**config.mk**
```make
export PLATFORM = sky130hd
export DESIGN_NAME = host_bus_master
export DESIGN_NICKNAME = d
export VERILOG_FILES = /design/src/rtl/host_bus_pkg.sv /design/src/rtl/bus_timeout.sv /design/src/rtl/host_bus_master.sv
export SDC_FILE = /design/constraint.sdc
export NUM_CORES = 1
export LEC_CHECK = 0
export CAP_MARGIN = 20
export CORE_MARGIN = 3
export CORE_UTILIZATION = 54
export DETAILED_ROUTE_END_ITERATION = 12
export PLACE_DENSITY = 0.9
export SLEW_MARGIN = 20
export SYNTH_ARGS = -nofsm -noshare
export SYNTH_HDL_FRONTEND = slang
export SYNTH_SLANG_ARGS = --single-unit
```
**constraint.sdc**
```tcl
create_clock -name clk -period 3.7 [get_ports clk]
set_input_delay 0.74 -clock clk [delete_from_list [all_inputs] [get_ports clk]]
set_output_delay 0.74 -clock clk [all_outputs]
set_load 0.03 [all_outputs]
```
**src/rtl/host_bus_pkg.sv**
```systemverilog
// Shared codes and state encodings for the host byte-stream to word-bus bridge.
// Firmware-side tests include the same command and response values.
package host_bus_pkg;

   localparam logic [7:0] CMD_WRITE = 8'h57;
   localparam logic [7:0] CMD_READ  = 8'h52;
   localparam logic [7:0] RSP_OK    = 8'hA5;
   localparam logic [7:0] RSP_ERR   = 8'hEE;

   localparam logic [2:0] ST_IDLE  = 3'd0;
   localparam logic [2:0] ST_ADDR  = 3'd1;
   localparam logic [2:0] ST_WDATA = 3'd2;
   localparam logic [2:0] ST_BUS   = 3'd3;
   localparam logic [2:0] ST_RESP  = 3'd4;
   localparam logic [2:0] ST_ERR   = 3'd5;

   typedef enum logic [2:0] {
      IDLE  = ST_IDLE,
      ADDR  = ST_ADDR,
      WDATA = ST_WDATA,
      BUS   = ST_BUS,
      RESP  = ST_RESP,
      ERR   = ST_ERR
   } state_e;

   // Byte idx of a word, MSB first (idx 0 -> bits 31:24).
   function automatic logic [7:0] rd_byte(input logic [31:0] word, input logic [1:0] idx);
      case (idx)
         2'd0:    return word[31:24];
         2'd1:    return word[23:16];
         2'd2:    return word[15:8];
         default: return word[7:0];
      endcase
   endfunction

endpackage

```
**src/rtl/bus_timeout.sv**
```systemverilog
// Counts cycles spent waiting on the bus; flags the last allowed cycle.
module bus_timeout #(
   parameter int unsigned TIMEOUT_CYCLES = 255
) (
   input  logic clk,
   input  logic reset_n,
   input  logic en_i,
   output logic expired_o
);

   localparam logic [15:0] LAST_CNT = 16'(TIMEOUT_CYCLES - 1);

   logic [15:0] cnt_q;

   always_ff @(posedge clk) begin
      if (!reset_n || !en_i) cnt_q <= '0;
      else                   cnt_q <= cnt_q + 16'd1;
   end

   // Asserted in the Nth waiting cycle so the request is held exactly N cycles.
   assign expired_o = en_i && (cnt_q == LAST_CNT);

endmodule

```
**src/rtl/host_bus_master.sv**
```systemverilog
// Host byte-stream command decoder driving a single-word valid/ready bus.
// state | meaning
// IDLE  | wait for command byte ('W' write, 'R' read)
// ADDR  | collect 4 address bytes, MSB first
// WDATA | collect 4 write-data bytes, MSB first
// BUS   | bus_valid held until bus_ready or timeout
// RESP  | send A5 (write) or 4 read-data bytes
// ERR   | send EE
module host_bus_master
   import host_bus_pkg::*;
#(
   parameter int unsigned TIMEOUT_CYCLES = 255
) (
   input  logic        clk,
   input  logic        reset_n,
   input  logic        rx_syn,
   input  logic [7:0]  rx_data,
   output logic        rx_ack,
   output logic        tx_syn,
   output logic [7:0]  tx_data,
   input  logic        tx_ack,
   output logic        bus_valid,
   output logic [31:0] bus_addr,
   output logic [31:0] bus_wdata,
   output logic [3:0]  bus_wstrb,
   input  logic        bus_ready,
   input  logic [31:0] bus_rdata
);

   state_e      state_q;
   logic [2:0]  byte_cnt_q;
   logic        is_write_q;
   logic        rx_ack_q;
   logic        tx_syn_q;
   logic [7:0]  tx_data_q;
   logic        bus_valid_q;
   logic [31:0] addr_q;
   logic [31:0] wdata_q;
   logic [3:0]  wstrb_q;
   logic [31:0] rdata_q;
   logic        rx_take;
   logic        tmo_expired;

   assign rx_take = rx_syn && rx_ack_q;

   bus_timeout #(.TIMEOUT_CYCLES(TIMEOUT_CYCLES)) u_timeout (
      .clk       (clk),
      .reset_n   (reset_n),
      .en_i      (state_q == BUS),
      .expired_o (tmo_expired)
   );

   always_ff @(posedge clk) begin
      if (!reset_n) begin
         state_q     <= IDLE;
         byte_cnt_q  <= '0;
         is_write_q  <= 1'b0;
         rx_ack_q    <= 1'b0;
         tx_syn_q    <= 1'b0;
         tx_data_q   <= '0;
         bus_valid_q <= 1'b0;
         addr_q      <= '0;
         wdata_q     <= '0;
         wstrb_q     <= '0;
         rdata_q     <= '0;
      end else begin
         rx_ack_q <= 1'b0;
         case (state_q)
            IDLE: begin
               rx_ack_q <= rx_syn && !rx_ack_q;
               if (rx_take) begin
                  byte_cnt_q <= '0;
                  if (rx_data == CMD_WRITE) begin
                     is_write_q <= 1'b1;
                     state_q    <= ADDR;
                  end else if (rx_data == CMD_READ) begin
                     is_write_q <= 1'b0;
                     state_q    <= ADDR;
                  end else begin
                     state_q    <= ERR;
                  end
               end
            end
            ADDR: begin
               rx_ack_q <= rx_syn && !rx_ack_q;
               if (rx_take) begin
                  // Word address: the low two bits of the last byte are dropped.
                  addr_q <= (byte_cnt_q == 3'd3) ? {addr_q[23:0], rx_data[7:2], 2'b00}
                                                 : {addr_q[23:0], rx_data};
                  if (byte_cnt_q == 3'd3) begin
                     byte_cnt_q <= '0;
                     if (is_write_q) begin
                        state_q <= WDATA;
                     end else begin
                        state_q     <= BUS;
                        bus_valid_q <= 1'b1;
                        wstrb_q     <= 4'h0;
                     end
                  end else begin
                     byte_cnt_q <= byte_cnt_q + 3'd1;
                  end
               end
            end
            WDATA: begin
               rx_ack_q <= rx_syn && !rx_ack_q;
               if (rx_take) begin
                  wdata_q <= {wdata_q[23:0], rx_data};
                  if (byte_cnt_q == 3'd3) begin
                     byte_cnt_q  <= '0;
                     state_q     <= BUS;
                     bus_valid_q <= 1'b1;
                     wstrb_q     <= 4'hf;
                  end else begin
                     byte_cnt_q <= byte_cnt_q + 3'd1;
                  end
               end
            end
            BUS: begin
               // A ready arriving in the final allowed cycle still completes.
               if (bus_ready) begin
                  bus_valid_q <= 1'b0;
                  byte_cnt_q  <= '0;
                  state_q     <= RESP;
                  if (!is_write_q) rdata_q <= bus_rdata;
               end else if (tmo_expired) begin
                  bus_valid_q <= 1'b0;
                  state_q     <= ERR;
               end
            end
            RESP: begin
               if (tx_syn_q) begin
                  if (tx_ack) begin
                     tx_syn_q <= 1'b0;
                     if (is_write_q || byte_cnt_q == 3'd3) begin
                        byte_cnt_q <= '0;
                        state_q    <= IDLE;
                     end else begin
                        byte_cnt_q <= byte_cnt_q + 3'd1;
                     end
                  end
               end else begin
                  tx_syn_q  <= 1'b1;
                  tx_data_q <= is_write_q ? RSP_OK : rd_byte(rdata_q, byte_cnt_q[1:0]);
               end
            end
            ERR: begin
               if (tx_syn_q) begin
                  if (tx_ack) begin
                     tx_syn_q <= 1'b0;
                     state_q  <= IDLE;
                  end
               end else begin
                  tx_syn_q  <= 1'b1;
                  tx_data_q <= RSP_ERR;
               end
            end
            default: state_q <= IDLE;
         endcase
      end
   end

   assign rx_ack    = rx_ack_q;
   assign tx_syn    = tx_syn_q;
   assign tx_data   = tx_data_q;
   assign bus_valid = bus_valid_q;
   assign bus_addr  = addr_q;
   assign bus_wdata = wdata_q;
   assign bus_wstrb = wstrb_q;

endmodule

```
* Word level (Yosys, flattened, before mapping)
Index checks and enable logic that the tools add are counted.
Word-level totals: bits in registers 134, input bits 45, output and inout bits 79, word-level logic and storage cells 118
Operators by class: add/sub/neg operators 2, equal/unequal tests 27, mux-type cells 48, bitwise logic cells 1, reductions and logical operators 28
Operators by type and width (count):
- 3-bit 2-to-1 mux | 21
- 2-bit != test (second input constant) | 14
- 8-bit 2-to-1 mux | 3
- 8-bit case mux with 3 select lines | 1
- 4-bit 2-to-1 mux | 5
- 3-bit case mux with 6 select lines | 1
- 16-bit by 1-bit adder with 16-bit output (second input constant) | 1
- 16-bit by 8-bit == test with 1-bit output (second input constant) | 1
- 8-bit by 7-bit == test with 1-bit output (second input constant) | 2
- 8-bit case mux with 2 select lines | 1
- 1-bit 2-to-1 mux | 12
- 3-bit case mux with 4 select lines | 1
- 6-bit AND reduction | 2
- 11-bit AND reduction | 1
- 3-bit by 2-bit == test with 1-bit output (second input constant) | 3
- 3-bit AND reduction | 3
- 4-bit case mux with 2 select lines | 1
- 7-bit AND reduction | 1
- 3-bit == test (second input constant) | 2
- 2-bit AND reduction | 3
- 2-bit nonzero test | 3
- 4-bit nonzero test | 1
- 2-bit OR reduction | 2
- 3-bit by 1-bit adder with 3-bit output (second input constant) | 1
- other kinds (15) | 20

* Depth between registers and ports, before layout
Gate-level depths: netlist (run 1).
depth in word-level cells 6, depth in mapped cells 8, depth with buffers taken out 7

* Cells and area by module
Synthesis (run 1) repeated with hierarchy kept, for this count alone.
Unflattened totals: cell total of the unflattened synthesis 675, area, all modules 5434.0 µm²
By module, submodules not included:
- host_bus_master | times used 1, cells an instance 585, area each 4660.7 µm², sequential area each 2302.2 µm²
- bus_timeout | times used 1, cells an instance 90, area each 773.2 µm², sequential area each 320.3 µm²

* Worst setup path before layout (run 1)
No wires, ideal clock.
kind in2reg, start point input reset_n, end point register addr_q[25], in the netlist bus_addr[25], library setup time 0.132 ns, data arrival time 1.647 ns, required time 3.568 ns, path slack 1.921 ns, stages 5, buffers on the path 3, cell sequence clkbuf_1 inv_2 clkbuf_1 clkbuf_1 a21oi_1
RTL lines:
- start, declared | RTL line host_bus_master.sv:15 | input logic reset_n,
- end signal, assigned | RTL line host_bus_master.sv:88 | addr_q <= (byte_cnt_q == 3'd3) ? {addr_q[23:0], rx_data[7:2], 2'b00}
- end, declared | RTL line host_bus_master.sv:37 | logic [31:0] addr_q;
No word-level cell between the ends.

* Worst setup path after layout (run 1)
start point register state_q[0], end point register rdata_q[25]
Between the ends: cells in the longest elaborated chain, start to end 2
Ends and longest elaborated chain:
- start, declared | RTL line host_bus_master.sv:30 | state_e state_q;
- start signal, assigned | RTL line host_bus_master.sv:55 | state_q <= IDLE;
- start signal, assigned | RTL line host_bus_master.sv:75 | state_q <= ADDR;
- start signal, assigned | RTL line host_bus_master.sv:78 | state_q <= ADDR;
- 3-bit by 2-bit == test with 1-bit output | RTL line host_bus_master.sv:68 | case (state_q)
- 3-bit AND reduction (no line)
- end signal, assigned | RTL line host_bus_master.sv:124 | if (!is_write_q) rdata_q <= bus_rdata;
- end, declared | RTL line host_bus_master.sv:40 | logic [31:0] rdata_q;
No other way between the ends. A chain may end at the register's enable or synchronous reset.

==> run_summary.xml, run 1 <==
<?xml version="1.0" encoding="UTF-8"?>
<metrics>
  <group name="outcome">
    <metric name="status" unit="">complete, no violations</metric>
  </group>
  <group name="global_route">
    <metric name="gr-usage-met2" unit="%">45.0</metric>
    <metric name="grt_overflow" unit="">0</metric>
    <metric name="busiest_layer" unit="">met2</metric>
    <metric name="groute.layer.met3.usage" unit="%">5.08</metric>
    <metric name="grt_max_degree" unit="">59</metric>
    <metric name="first_global_vias" unit="">4982</metric>
    <metric name="grt_pass1_wl" unit="mm">23.3</metric>
    <metric name="grt.met1_usage" unit="%">29.9</metric>
    <metric name="gr-usage-all-layers" unit="%">25.4</metric>
    <metric name="grt_antenna_before_repair" unit="">0</metric>
  </group>
  <group name="detailed_routing">
    <metric name="detail_route.wl_per_cell" unit="um">15.4</metric>
    <metric name="detail_route.drc_violations" unit="">0</metric>
    <metric name="drt_first_pass_iters" unit="">5</metric>
    <metric name="ant_nets" unit="">0</metric>
    <metric name="drt-total-wl" unit="mm">14.0</metric>
    <metric name="initialDrtViolationCount" unit="">309</metric>
    <metric name="num_vias" unit="">5053</metric>
    <metric name="avgViaCountPerCell" unit="">5.54</metric>
  </group>
  <group name="cts">
    <metric name="postCtsHoldBufs" unit="">0</metric>
    <metric name="clk_latency" unit="ns">0.52</metric>
    <metric name="numClockSinks" unit="">131</metric>
    <metric name="cts_repair_resize_count" unit="">0</metric>
    <metric name="post_cts.repair.setup_buffers" unit="">0</metric>
    <metric name="cts_buffers" unit="">17</metric>
    <metric name="cts_max_path_buffers" unit="">2</metric>
    <metric name="root_buffer" unit="">clkbuf_8</metric>
    <metric name="htree_num_levels" unit="">4</metric>
    <metric name="clock_tree_from_tritoncts" unit="">built</metric>
    <metric name="clk_pin_slew" unit="ns">0.06</metric>
  </group>
  <group name="yosys">
    <metric name="syn-instance-count" unit="">669</metric>
    <metric name="synthMuxAreaShare" unit="%">0</metric>
    <metric name="synth_compound_area_share" unit="%">18.4</metric>
    <metric name="postSynthRegisterBits" unit="">131</metric>
    <metric name="synthDominantCellAreaShare" unit="%">49.2</metric>
    <metric name="synthesis.yosys.warnings" unit="">0</metric>
    <metric name="synth-simple-area-share" unit="%">23.2</metric>
    <metric name="synth-edff-count" unit="">0</metric>
    <metric name="async_reset_ff_share" unit="%">0</metric>
    <metric name="synth_xor_area_share" unit="%">2.14</metric>
    <metric name="synth_adder_area_share" unit="%">2.11</metric>
    <metric name="synth.distinct_cells" unit="">51</metric>
    <metric name="yosys-top-cells-area" unit="">dfxtp_1, nand2_1, a21oi_1</metric>
    <metric name="dominant_combinational_cell_family_by_area_after_synthesis" unit="">simple AND/OR/NAND/NOR gates</metric>
    <metric name="avg_inst_size_synth" unit="sq um">7.97</metric>
    <metric name="post_synth_instance_area" unit="sq um">5330</metric>
    <metric name="synth-seq-area-share" unit="%">49.2</metric>
    <metric name="netlist.top_cell.by_area" unit="">dfxtp_1</metric>
    <metric name="ys_dominant_reg_cell" unit="">dfxtp_1</metric>
    <metric name="syn_nets" unit="">723</metric>
  </group>
  <group name="floorplan">
    <metric name="floorplan.core_area" unit="sq um">9420</metric>
    <metric name="floorplan.io_pins" unit="">124</metric>
    <metric name="die_width" unit="um">105</metric>
    <metric name="std_cell_rows" unit="">35</metric>
    <metric name="die-area" unit="sq um">11100</metric>
    <metric name="floorplan.initialDensity" unit="%">56.6</metric>
    <metric name="die_y" unit="um">105</metric>
  </group>
  <group name="timing">
    <metric name="layout_worst_path_cycle_share" unit="%">70.0</metric>
    <metric name="final_max_slew_viol_count" unit="">0</metric>
    <metric name="max_slew.worst_pin.slew" unit="ns">1.06</metric>
    <metric name="slew_headroom" unit="%">29.3</metric>
    <metric name="worst_hold_margin" unit="ns">0.452</metric>
    <metric name="achievable-frequency" unit="MHz">386</metric>
    <metric name="finalClockSkew" unit="ns">0.0103</metric>
    <metric name="grt_setup_unrepaired" unit="">false</metric>
    <metric name="final-hold-violation-count" unit="">0</metric>
    <metric name="layout_min_cycle_time" unit="ns">2.59</metric>
    <metric name="final.setup.tns" unit="ns">0</metric>
    <metric name="setup_violations" unit="">0</metric>
  </group>
  <group name="power_and_ir_drop">
    <metric name="p_leak" unit="nW">2.37</metric>
    <metric name="power.density" unit="nW/um^2">519</metric>
    <metric name="design_power" unit="mW">3.71</metric>
    <metric name="power.ir.vdd_worst" unit="uV">349</metric>
  </group>
  <group name="min_path">
    <metric name="timing.hold.worst.class" unit="">reg2reg</metric>
  </group>
  <group name="worst_setup_path">
    <metric name="r2r_slack" unit="ns">1.11</metric>
    <metric name="endpoint_kind" unit="">flip-flop</metric>
    <metric name="worstReg2RegEnd" unit="">rdata_q[25]</metric>
    <metric name="r2r_start" unit="">state_q[0]</metric>
    <metric name="worst-endpoint-arrival" unit="ns">3.00</metric>
    <metric name="startpoint_type" unit="">flip-flop</metric>
    <metric name="ff2ff_path_depth" unit="">4</metric>
    <metric name="worst_setup_path_endpoint" unit="">rdata_q[25]</metric>
    <metric name="data_required_time_of_the_critical_path" unit="ns">4.11</metric>
    <metric name="worst-path-max-fanout" unit="">32</metric>
    <metric name="path_class" unit="">reg2reg</metric>
    <metric name="crit_start" unit="">state_q[0]</metric>
  </group>
  <group name="place">
    <metric name="routabilityCongestion" unit="">0.813</metric>
    <metric name="io_buffer_count" unit="">123</metric>
    <metric name="hpwl" unit="mm">9.20</metric>
  </group>
  <group name="finish">
    <metric name="final_common_cell" unit="">nand2_1</metric>
    <metric name="synthToLayoutAreaGrowth" unit="%">34.3</metric>
    <metric name="post_route_cells_drive_above_1_share" unit="%">5.75</metric>
    <metric name="finalNetCount" unit="">824</metric>
    <metric name="final_cell_mix" unit="">nand2_1, dfxtp_1, clkdlybuf4s50_1, a21oi_1, nor2_1</metric>
    <metric name="layout.filler_cells" unit="">686</metric>
    <metric name="multiInputGateArea" unit="sq um">2440</metric>
    <metric name="num_antenna_cells" unit="">0</metric>
    <metric name="sequential_cell_area" unit="sq um">2620</metric>
    <metric name="share_of_the_core_filled_with_cells_in_the_final_layout" unit="%">76.0</metric>
  </group>
  <group name="job">
    <metric name="cap_viol_max_count" unit="">0</metric>
  </group>
</metrics>
==> worst max-delay path, cell delays in order (launching register included) <==
cell	delay (ns)
dfxtp_1	0.88
and3b_1	0.35
and3_1	0.89
nand2_1	0.14
a21oi_1	0.22
==> per-stage QoR <==
step	cells	instance area [sq um]	worst slack, ns
after floorplan	669	5330	1.92
after global placement	880	6560	1.02
after detailed placement	880	6560	0.947
after CTS	912	7160	1.15
after global routing	912	7160	0.926
final	912	7160	1.11
==> synthesized netlist by cell type (2+ instances only) <==
master,count
and2_1,3
a222oi_1,8
nor2_1,24
nor3b_1,2
dfxtp_1,131
a21oi_1,114
nor3_1,3
nor2b_1,7
o21ai_1,3
a31oi_1,3
buf_6,2
a2111o_1,2
buf_4,4
and4_1,5
clkbuf_1,28
nand4_1,5
ha_1,9
nand2_1,216
nand3b_1,2
inv_1,9
and3_1,3
xor2_1,8
xnor2_1,5
nand3_1,9
o21ai_0,20
buf_2,14
or3_1,5
nor4_1,2
==> where the power goes <==
group          leakage [nW]  internal, mW  switching (mW)  total (mW)
Clock                 0.279          1.03           0.653        1.69
Combinational          1.03         0.206           0.278       0.484
Sequential             1.06          1.47          0.0764        1.54
==> metal layers <==
metal / up-vias / share of wire [%]
met5: - / 0
met4: 0 / 2.2
met3: 34 / 6.0
met2: 210 / 52
met1: 2350 / 40
li1: 2459 / -
==> cell type report <==
type | count | share of cell area, %
Clock buffer | 18 | 5.84
Clock inverter | 14 | 2.48
Inverter | 10 | 0.542
Multi-Input combinational cell | 480 | 34.1
Sequential cell | 131 | 36.6
Tap cell | 129 | 2.25
Timing Repair Buffer | 130 | 18.1
==> worst min-delay path by stage <==
stage / endpoint / start / depth (start not counted)
CTS: rdata_q[4] / rdata_q[4] / 2
floorplan: u_timeout.cnt_q[0] / u_timeout.cnt_q[0] / 1
global route: bus_wdata[26] / bus_wdata[26] / 2
finish: u_timeout.cnt_q[0] / u_timeout.cnt_q[0] / 1
global placement: u_timeout.cnt_q[0] / u_timeout.cnt_q[0] / 1
detailed placement: u_timeout.cnt_q[0] / u_timeout.cnt_q[0] / 1
==> logic make-up (layout without fill, tap and decap cells) <==
logic type,after synthesis,count (layout)
compound gates,167,167
fa+ha+maj,9,9
xor+xnor,13,13
buf+inv,58,172
simple gates,291,291
flops,131,131
==> flip-flops by register name, summed over array words and instances (netlist names) <==
| signal | cells |
|---|---|
| bus_valid | 1 |
| bus_wdata | 32 |
| is_write_q | 1 |
| rx_ack | 1 |
| rdata_q | 32 |
| tx_syn | 1 |
| bus_addr | 32 |
| bus_wstrb | 1 |
| state_q | 3 |
| u_timeout.cnt_q | 16 |
| tx_data | 8 |
| byte_cnt_q | 3 |
Note: power is estimated with default switching activity, not from simulation.
==> run 2, diff against run 1 <==
--- a/config.mk
+++ b/config.mk
@@ -7,9 +7,9 @@
 export LEC_CHECK = 0
 export CAP_MARGIN = 20
 export CORE_MARGIN = 3
-export CORE_UTILIZATION = 54
+export CORE_UTILIZATION = 50
 export DETAILED_ROUTE_END_ITERATION = 12
-export PLACE_DENSITY = 0.9
+export PLACE_DENSITY = 0.85
 export SLEW_MARGIN = 20
 export SYNTH_ARGS = -nofsm -noshare
 export SYNTH_HDL_FRONTEND = slang
==> constraint.sdc (replaced) <==
create_clock -name clk -period 2.6 [get_ports clk]
set_input_delay 0.52 -clock clk [delete_from_list [all_inputs] [get_ports clk]]
set_output_delay 0.52 -clock clk [all_outputs]
set_load 0.03 [all_outputs]
==> run_summary.xml, run 2 (same netlist as run 1, synthesis figures left out) <==
<?xml version="1.0" encoding="UTF-8"?>
<metrics>
  <group name="worst_setup_path">
    <metric name="worstReg2RegEnd" unit="">byte_cnt_q[2]</metric>
    <metric name="ff2ff_path_depth" unit="">6</metric>
    <metric name="endpoint_kind" unit="">output pin</metric>
    <metric name="crit_start" unit="">rx_ack</metric>
    <metric name="r2r_start" unit="">state_q[0]</metric>
    <metric name="data_required_time_of_the_critical_path" unit="ns">2.08</metric>
    <metric name="worst-endpoint-arrival" unit="ns">1.70</metric>
    <metric name="critical_path_cell_sequence" unit="">clkdlybuf4s50_1</metric>
    <metric name="path_class" unit="">reg2out</metric>
    <metric name="path_delay_family" unit="">buffers and inverters</metric>
    <metric name="worst-path-max-fanout" unit="">8</metric>
    <metric name="worst_path_cell_with_the_longest_stage_delay" unit="">clkdlybuf4s50_1</metric>
    <metric name="startpoint_type" unit="">flip-flop</metric>
    <metric name="r2r_slack" unit="ns">0.44</metric>
    <metric name="cp_num_cells" unit="">1</metric>
    <metric name="crit_path_max_incr_delay" unit="ns">0.74</metric>
    <metric name="worst_setup_path_endpoint" unit="">rx_ack</metric>
    <metric name="critical_path.n_buffers_inverters" unit="">1</metric>
  </group>
  <group name="min_path">
    <metric name="timing.hold.worst.class" unit="">reg2reg</metric>
    <metric name="number_of_cells_on_the_worst_hold_path" unit="">2</metric>
  </group>
  <group name="finish">
    <metric name="finalNetCount" unit="">827</metric>
    <metric name="num_antenna_cells" unit="">0</metric>
    <metric name="synthToLayoutAreaGrowth" unit="%">35.9</metric>
    <metric name="post_route_cells_drive_above_1_share" unit="%">6.11</metric>
    <metric name="final_cell_count_no_fill" unit="">922</metric>
    <metric name="final_cell_mix" unit="">nand2_1, dfxtp_1, clkdlybuf4s50_1, a21oi_1, nor2_1</metric>
    <metric name="final_common_cell" unit="">nand2_1</metric>
  </group>
  <group name="power_and_ir_drop">
    <metric name="power.switching" unit="mW">1.37</metric>
    <metric name="power_switching_share" unit="%">25.0</metric>
    <metric name="clockPowerShare" unit="%">47.2</metric>
    <metric name="share_comb_of_total_power" unit="%">12.7</metric>
    <metric name="p_leak" unit="nW">2.42</metric>
    <metric name="internal_power" unit="mW">4.10</metric>
    <metric name="seqPwrFrac" unit="%">40.0</metric>
    <metric name="power.ir.vdd_worst" unit="uV">389</metric>
    <metric name="power.density" unit="nW/um^2">755</metric>
  </group>
  <group name="floorplan">
    <metric name="floorplan.initialDensity" unit="%">51.6</metric>
    <metric name="die-area" unit="sq um">11900</metric>
    <metric name="die_width" unit="um">109</metric>
    <metric name="floorplan.io_pins" unit="">124</metric>
    <metric name="die_y" unit="um">109</metric>
    <metric name="std_cell_rows" unit="">37</metric>
    <metric name="floorplan.core_area" unit="sq um">10300</metric>
  </group>
  <group name="global_route">
    <metric name="grt_antenna_before_repair" unit="">0</metric>
    <metric name="grt_overflow" unit="">0</metric>
    <metric name="grt_max_degree" unit="">72</metric>
    <metric name="gr-usage-all-layers" unit="%">23.1</metric>
    <metric name="first_global_vias" unit="">4827</metric>
    <metric name="grt_pass1_wl" unit="mm">21.9</metric>
  </group>
  <group name="job">
    <metric name="cap_viol_max_count" unit="">0</metric>
  </group>
  <group name="cts">
    <metric name="clk_latency" unit="ns">0.51</metric>
    <metric name="htree_num_levels" unit="">4</metric>
    <metric name="post_cts.repair.setup_buffers" unit="">0</metric>
    <metric name="cts_max_path_buffers" unit="">2</metric>
    <metric name="cts_repair_resize_count" unit="">0</metric>
    <metric name="clk_pin_slew" unit="ns">0.06</metric>
    <metric name="postCtsHoldBufs" unit="">0</metric>
    <metric name="clock_tree_from_tritoncts" unit="">built</metric>
    <metric name="root_buffer" unit="">clkbuf_8</metric>
    <metric name="cts_buffers" unit="">17</metric>
    <metric name="numClockSinks" unit="">131</metric>
  </group>
  <group name="detailed_routing">
    <metric name="detail_route.wl_per_cell" unit="um">14.9</metric>
    <metric name="drt_first_pass_iters" unit="">5</metric>
    <metric name="avgViaCountPerCell" unit="">5.43</metric>
    <metric name="num_vias" unit="">5003</metric>
    <metric name="ant_nets" unit="">0</metric>
    <metric name="drt-total-wl" unit="mm">13.7</metric>
    <metric name="detail_route.drc_violations" unit="">0</metric>
    <metric name="initialDrtViolationCount" unit="">362</metric>
  </group>
  <group name="place">
    <metric name="hpwl" unit="mm">9.19</metric>
    <metric name="routabilityCongestion" unit="">0.824</metric>
    <metric name="io_buffer_count" unit="">123</metric>
    <metric name="place_inst" unit="">890</metric>
  </group>
  <group name="timing">
    <metric name="final-hold-violation-count" unit="">0</metric>
    <metric name="layout_min_cycle_time" unit="ns">2.22</metric>
    <metric name="finalClockSkew" unit="ns">0.00575</metric>
    <metric name="slew_headroom" unit="%">55.4</metric>
    <metric name="grt_setup_unrepaired" unit="">false</metric>
    <metric name="setup_violations" unit="">0</metric>
    <metric name="final_max_slew_viol_count" unit="">0</metric>
    <metric name="max_slew.worst_pin.slew" unit="ns">0.668</metric>
    <metric name="final.setup.tns" unit="ns">0</metric>
    <metric name="layout_worst_path_cycle_share" unit="%">85.5</metric>
    <metric name="achievable-frequency" unit="MHz">450</metric>
  </group>
  <group name="outcome">
    <metric name="status" unit="">complete, no violations</metric>
  </group>
</metrics>
[run 2: cell count changes in the layout (fill, tap and decap cells not counted)]
cell | previous run | this run
buf_4 | 6 | 9
clkbuf_8 | 1 | 3
inv_2 | 0 | 1
inv_6 | 4 | 2
clkinvlp_4 | 4 | 2
clkinv_4 | 2 | 1
bufinv_16 | 3 | 5
[run 2: through the flow]
stage	area (sq um)	setup slack [ns]	power (mW)	hold slack, ns	utilization (%)
6_report	7240	0.376	5.47	0.453	70.1
5_1_grt	7240	0.220	5.67	0.475	70.1
4_1_cts	7240	0.364	5.49	0.453	70.1
3_5_place_dp	6590	0.271	2.92	0.445	63.9
3_3_place_gp	6590	0.413	2.89	0.435	63.9
2_1_floorplan	5330	0.922	2.66	0.425	-
[run 2: how the worst min path moves through the flow]
stage                                  start            endpoint  slack (ns)
final                             rdata_q[7]          rdata_q[7]        0.45
after floorplan           u_timeout.cnt_q[0]  u_timeout.cnt_q[0]        0.43
after CTS                         rdata_q[7]          rdata_q[7]        0.45
after detailed placement  u_timeout.cnt_q[0]  u_timeout.cnt_q[0]        0.45
after global routing             rdata_q[17]         rdata_q[17]        0.48
after global placement    u_timeout.cnt_q[0]  u_timeout.cnt_q[0]        0.44
[run 2: power by group through the flow]
| stage | Sequential [mW] | Combinational [mW] | Clock (mW) |
|---|---|---|---|
| 2_1_floorplan | 2.28 | 0.374 | 0 |
| 3_3_place_gp | 2.22 | 0.667 | 0 |
| 3_5_place_dp | 2.23 | 0.691 | 0 |
| 4_1_cts | 2.19 | 0.696 | 2.61 |
| 5_1_grt | 2.20 | 0.756 | 2.71 |
| 6_report | 2.19 | 0.697 | 2.58 |
[run 2: area by class of cell]
| cell class | instances | area, sq um |
|---|---|---|
| well taps | 136 | 170 |
| multi-input cells | 480 | 2440 |
| flip-flops and latches | 131 | 2620 |
| repair buffers | 133 | 1320 |
| inverters | 10 | 37.5 |
| clock buffers | 20 | 445 |
| fillers | 777 | 3080 |
| clock inverters | 12 | 201 |
[run 2: metal layers]
layer / global-route usage (%) / up-vias / share of wire [%]
met5: 0 / - / 0
met4: 11.6 / 0 / 2.8
met3: 4.85 / 34 / 5.3
met2: 39.9 / 165 / 52
met1: 26.9 / 2329 / 40
li1: - / 2475 / -
